$ cat src/rtl/serial_add_pkg.sv
// Shared constants for the bit-serial adder sequencer: FSM state encoding
// and the default operand width.
package serial_add_pkg;

  localparam int DEFAULT_WIDTH = 8;

  typedef enum logic [1:0] {
    ST_IDLE = 2'd0,
    ST_RUN  = 2'd1,
    ST_DONE = 2'd2
  } state_e;

endpackage

$ cat src/rtl/serial_add_ctrl_fa_cell.sv
// 1-bit full adder cell for the serial adder, built from two half adders
// and an OR gate on the two partial carries.
module half_adder (
  input  logic i_a,
  input  logic i_b,
  output logic o_sum,
  output logic o_carry
);

  assign o_sum   = i_a ^ i_b;
  assign o_carry = i_a & i_b;

endmodule

module fa_cell (
  input  logic i_a,
  input  logic i_b,
  input  logic i_cin,
  output logic o_sum,
  output logic o_cout
);

  logic w_s0;
  logic w_c0;
  logic w_c1;

  half_adder u_ha0 (.i_a(i_a),  .i_b(i_b),   .o_sum(w_s0),  .o_carry(w_c0));
  half_adder u_ha1 (.i_a(w_s0), .i_b(i_cin), .o_sum(o_sum), .o_carry(w_c1));

  assign o_cout = w_c0 | w_c1;

endmodule

$ cat src/rtl/serial_add_ctrl.sv
// Bit-serial adder sequencer: one full-adder cell, LSB first, WIDTH cycles per sum.
// Build option SERIAL_ADD_SUB_EN adds two's-complement subtract via the sub input.
module serial_add_ctrl
  import serial_add_pkg::*;
#(
  parameter int  WIDTH = DEFAULT_WIDTH,
  localparam int CNT_W = $clog2(WIDTH + 1)
) (
  input  logic             clk,
  input  logic             rst,
  input  logic             start,
  input  logic [WIDTH-1:0] a,
  input  logic [WIDTH-1:0] b,
  input  logic             sub,
  output logic             busy,
  output logic             done,
  output logic [WIDTH-1:0] sum,
  output logic             carry_out
);

  state_e           r_state;
  state_e           w_state_nxt;
  logic [WIDTH-1:0] r_op_a;
  logic [WIDTH-1:0] r_op_b;
  logic [WIDTH-1:0] r_shift;
  logic [WIDTH-1:0] r_sum;
  logic [CNT_W-1:0] r_count;
  logic             r_carry;
  logic             r_carry_out;
  logic             r_busy;
  logic             r_done;
  logic             w_accept;
  logic             w_last;
  logic             w_s;
  logic             w_c;
  logic             w_sub;

`ifdef SERIAL_ADD_SUB_EN
  assign w_sub = sub;
`else
  logic w_unused_sub;
  assign w_unused_sub = sub;
  assign w_sub        = 1'b0;
`endif

  assign w_accept = start && ((r_state == ST_IDLE) || (r_state == ST_DONE));
  assign w_last   = (r_count == CNT_W'(WIDTH - 1));

  fa_cell u_fa (
    .i_a   (r_op_a[0]),
    .i_b   (r_op_b[0]),
    .i_cin (r_carry),
    .o_sum (w_s),
    .o_cout(w_c)
  );

  // Next-state decode
  always_comb begin
    w_state_nxt = r_state;
    case (r_state)
      ST_IDLE: begin
        if (start) w_state_nxt = ST_RUN;
        else       w_state_nxt = ST_IDLE;
      end
      ST_RUN: begin
        if (w_last) w_state_nxt = ST_DONE;
        else        w_state_nxt = ST_RUN;
      end
      ST_DONE: begin
        if (start) w_state_nxt = ST_RUN;
        else       w_state_nxt = ST_IDLE;
      end
      default: w_state_nxt = ST_IDLE;
    endcase
  end

  // State, datapath shift registers and result holding registers
  always_ff @(posedge clk or posedge rst) begin
    if (rst) begin
      r_state     <= ST_IDLE;
      r_op_a      <= '0;
      r_op_b      <= '0;
      r_shift     <= '0;
      r_sum       <= '0;
      r_count     <= '0;
      r_carry     <= 1'b0;
      r_carry_out <= 1'b0;
      r_busy      <= 1'b0;
      r_done      <= 1'b0;
    end else begin
      r_state <= w_state_nxt;
      r_busy  <= (w_state_nxt == ST_RUN);
      r_done  <= (w_state_nxt == ST_DONE);
      if (w_accept) begin
        // Subtract is a + ~b + 1: invert B and seed the carry with 1.
        r_op_a  <= a;
        r_op_b  <= b ^ {WIDTH{w_sub}};
        r_carry <= w_sub;
        r_count <= '0;
      end else if (r_state == ST_RUN) begin
        r_op_a  <= {1'b0, r_op_a[WIDTH-1:1]};
        r_op_b  <= {1'b0, r_op_b[WIDTH-1:1]};
        r_shift <= {w_s, r_shift[WIDTH-1:1]};
        r_carry <= w_c;
        r_count <= r_count + CNT_W'(1);
        if (w_last) begin
          r_sum       <= {w_s, r_shift[WIDTH-1:1]};
          r_carry_out <= w_c;
        end else begin
          r_sum       <= r_sum;
          r_carry_out <= r_carry_out;
        end
      end else begin
        r_count <= r_count;
      end
    end
  end

  assign busy      = r_busy;
  assign done      = r_done;
  assign sum       = r_sum;
  assign carry_out = r_carry_out;

endmodule

$ cat config.mk
export PLATFORM = sky130hd
export DESIGN_NAME = serial_add_ctrl
export DESIGN_NICKNAME = d
export VERILOG_FILES = /design/src/rtl/serial_add_pkg.sv /design/src/rtl/serial_add_ctrl_fa_cell.sv /design/src/rtl/serial_add_ctrl.sv
export SDC_FILE = /design/constraint.sdc
export NUM_CORES = 1
export LEC_CHECK = 0
export CORE_ASPECT_RATIO = 0.7
export CORE_UTILIZATION = 25
export DETAILED_ROUTE_END_ITERATION = 7
export PLACE_DENSITY = 0.45
export RECOVER_POWER = 100
export SLEW_MARGIN = 20
export SYNTH_ARGS = -nofsm -noshare
export SYNTH_HDL_FRONTEND = slang
export SYNTH_SLANG_ARGS = --single-unit
$ cat constraint.sdc
create_clock -name clk -period 1.3 [get_ports clk]
set_input_delay 0.26 -clock clk [delete_from_list [all_inputs] [get_ports clk]]
set_output_delay 0.26 -clock clk [all_outputs]
set_load 0.1 [all_outputs]
==> out/metrics.yaml <==
run_status:
  status: "finished with violations"
  violations: "setup timing"
routing:
  route.vias.total: 1134
  detail-route-antenna-nets: 0
  viasPerCell: 4.279
  drc: 0
  wirelength_um: 3509
  wire_per_inst_um: 13.24
  drt_first_iter_violations: 37
  drtPass1Iterations: 4
clock_network:
  cts_buffer_depth: 2
  clk_pin_slew_worst_paths_ps: 80
  cts_max_level: 2
  ctsRootBufferMaster: "clkbuf_8"
  cts_tree: "done"
  insertion_delay_ps: 290
  cts_made_buffers: 5
  clock_sinks: 41
yosys:
  yosysSeqAreaShare: 0.5977
  syn_area_per_cell_um2: 13.00
  syn-num-nets: 154
  synthCells: 132
  synth_area_mm2: 0.001717
  ys_warn_count: 0
  ys_ff_latch: 41
  ys_types: 26
power:
  seq_power_share: 0.340
  power.total_mw: 6.529
  p_leak_nw: 1.036
  switchingPower_mw: 2.897
  power_density_mw_per_mm2: 2862
  worst_ir_drop_vdd_v: 0.0008931
  pwr-share-clk: 0.127
  p_sw_frac: 0.4438
  p_int_mw: 3.631
  p_comb_frac: 0.532
final_layout:
  fin_util: 0.3549
  area_delta_synth_final_pct: 32.87
  layout-drive-gt1-share: 0.2989
  antennaDiodeCount: 0
  fin_area_mm2: 0.002281
  finalNetCount: 196
die:
  coreArea_mm2: 0.006426
  fp-row-count: 24
  io_pins: 31
  die_w_um: 101.0
  initial_utilization: 0.2671
  floorplan.die_area_mm2: 0.007207
  dieHeight_um: 71.33
sta:
  setup-violations-final: 16
  hold_ws_ps: 513.4
  finalCritPeriodShare: 1.061
  max_freq_mhz: 724.7
  tightestPinTransition_ps: 560.4
  fin_crit_ps: 1380
  finalWorstSetupSlack_ps: -79.91
  slew_violations: 0
  hold_violations: 0
  relSlewSlack: 0.6264
  fin_skew_ps: 10.64
  rsz0062_at_grt: "yes"
place:
  place_congestion: 0.7508
  dp_hpwl_um: 2312
  port_buffers: 29
  place_area_mm2: 0.002311
min_path:
  hold_depth: 1
  hp-start: "r_op_b[7]"
  hold_path.class: "register to register"
  min_to: "r_op_b[7]"
critical_path:
  start_kind: "register"
  worstPathRequired_ps: 1470
  worst_ep_arrival_time_ps: 1550
  crit_type: "register to register"
  rr_startpoint: "r_count[0]"
  r2r_setup_slack_ps: -80
  critPathMaxFanout: 10
  reg2reg_to: "sum[1]"
  rr_worst_depth: 4
  cp-end-kind: "register"
grt:
  grt_pass1_vias: 1224
  antenna_found_initial: 0
  grt_max_degree: 42
  grt_use_total: 0.1116
  grt_pass1_wl_um: 6168
  overflow: 0
job:
  max_cap_violations: 0
==> synthesized netlist by cell type <==
cell / count / area, um^2
mux2_2: 7 / 78.83
a21oi_1: 1 / 5.000
mux2i_1: 1 / 10.01
a22oi_1: 14 / 105.1
mux2_4: 9 / 135.1
inv_1: 15 / 56.30
nor2b_1: 1 / 6.260
o21ai_0: 4 / 20.02
xnor2_1: 1 / 8.760
or2_4: 1 / 8.760
buf_6: 2 / 22.52
a22o_1: 4 / 35.03
buf_2: 4 / 20.02
nand4_1: 1 / 6.260
fa_1: 1 / 20.02
nand2_1: 4 / 15.01
buf_4: 1 / 7.510
and4b_1: 2 / 20.02
nor2b_4: 1 / 13.76
a31oi_1: 1 / 6.260
o21ai_1: 10 / 50.05
dfrtp_1: 41 / 1026
ha_1: 1 / 12.51
nand3b_1: 1 / 7.510
nor2_1: 2 / 7.510
nand2b_1: 2 / 12.51
==> worst max-delay path, stage by stage, from the launching register on <==
cell and delay [ps]:
dfrtp_1 400, ha_4 170, and4b_1 230, buf_12 160, mux2_4 300
==> metrics by stage <==
step	setup TNS, ps	instances	worst slack, ps
detailed placement	-4864	257	-272.1
finish	-914.4	265	-79.91
floorplan	-338.4	132	-37.60
global route	-2195	265	-130.4
CTS	-722.9	265	-86.61
global placement	-4960	257	-257.5
==> per-layer routing <==
layer	up-vias	track usage	routed length, um
met1	569	0.1503	1669
li1	541	-	-
met5	-	0	0
met3	7	0.03805	176
met4	0	0.04831	66
met2	17	0.1633	1596
==> power groups by stage <==
stage / Sequential (mW) / Combinational (mW) / Clock [mW]
floorplan: 3.30 / 1.45 / 0
global placement: 2.30 / 3.73 / 0
detailed placement: 2.31 / 3.78 / 0
CTS: 2.31 / 3.86 / 0.866
global route: 2.31 / 3.75 / 0.913
finish: 2.22 / 3.48 / 0.832
==> flip-flops by register name (all words and copies together) (netlist names) <==
| register | cells |
|---|---|
| done | 1 |
| r_op_a | 8 |
| r_op_b | 8 |
| r_shift | 7 |
| r_count | 4 |
| r_state | 2 |
| busy | 1 |
| r_carry | 1 |
| sum | 8 |
| carry_out | 1 |
==> timing repair <==
item                                    4_1_cts  5_1_grt
buffers inserted                              0        1
hold buffers                                  0        0
pin swaps                                     3        0
cloned                                        1        0
gates resized for setup                       2        6
endpoints found under the setup margin       11       18
==> placed cells by master (no fill, tap or decap), types with 2 or more instances in the layout <==
cell | Yosys | final
buf_12 | 0 | 2
clkbuf_8 | 0 | 6
buf_4 | 1 | 15
clkbuf_4 | 0 | 3
a22o_1 | 4 | 4
o21ai_1 | 10 | 11
and4b_1 | 2 | 2
mux2_2 | 7 | 6
mux2_4 | 9 | 10
a22oi_2 | 0 | 2
or2_4 | 1 | 2
o21ai_0 | 4 | 3
dfrtp_1 | 41 | 41
clkdlybuf4s50_1 | 0 | 17
a22oi_1 | 14 | 12
inv_1 | 15 | 15
nand2b_1 | 2 | 2
nand2_1 | 4 | 4
==> area by class of cell <==
class                           count  area (um^2)
Fill cell                         646         4145
Sequential cell                    41         1026
Multi-Input combinational cell     70        621.8
Timing Repair Buffer               41        376.6
Tap cell                           91        113.9
Clock buffer                        7        86.33
Inverter                           15        56.30
==> logic make-up after synthesis <==
| family | count (synthesis) | share of synthesized area |
|---|---|---|
| DFF | 41 | 0.5977 |
| adders and majority gates | 2 | 0.01895 |
| and+or+nand+nor | 15 | 0.05686 |
| buffers and inverters | 22 | 0.06195 |
| xor gates and xnor gates | 1 | 0.005103 |
| AOI/OAI and AO/OA | 34 | 0.1290 |
| muxes | 17 | 0.1305 |
==> worst max-delay path by stage <==
stage	from	to	slack (ps)
after CTS	r_count[1]	sum[1]	-90
after detailed placement	start	r_op_a[6]	-270
final	r_count[0]	sum[1]	-80
after global routing	r_state[1]	r_count[3]	-130
after global placement	start	r_op_b[0]	-260
after floorplan	r_count[0]	carry_out	-40
Note: power is estimated with default switching activity, not from simulation.
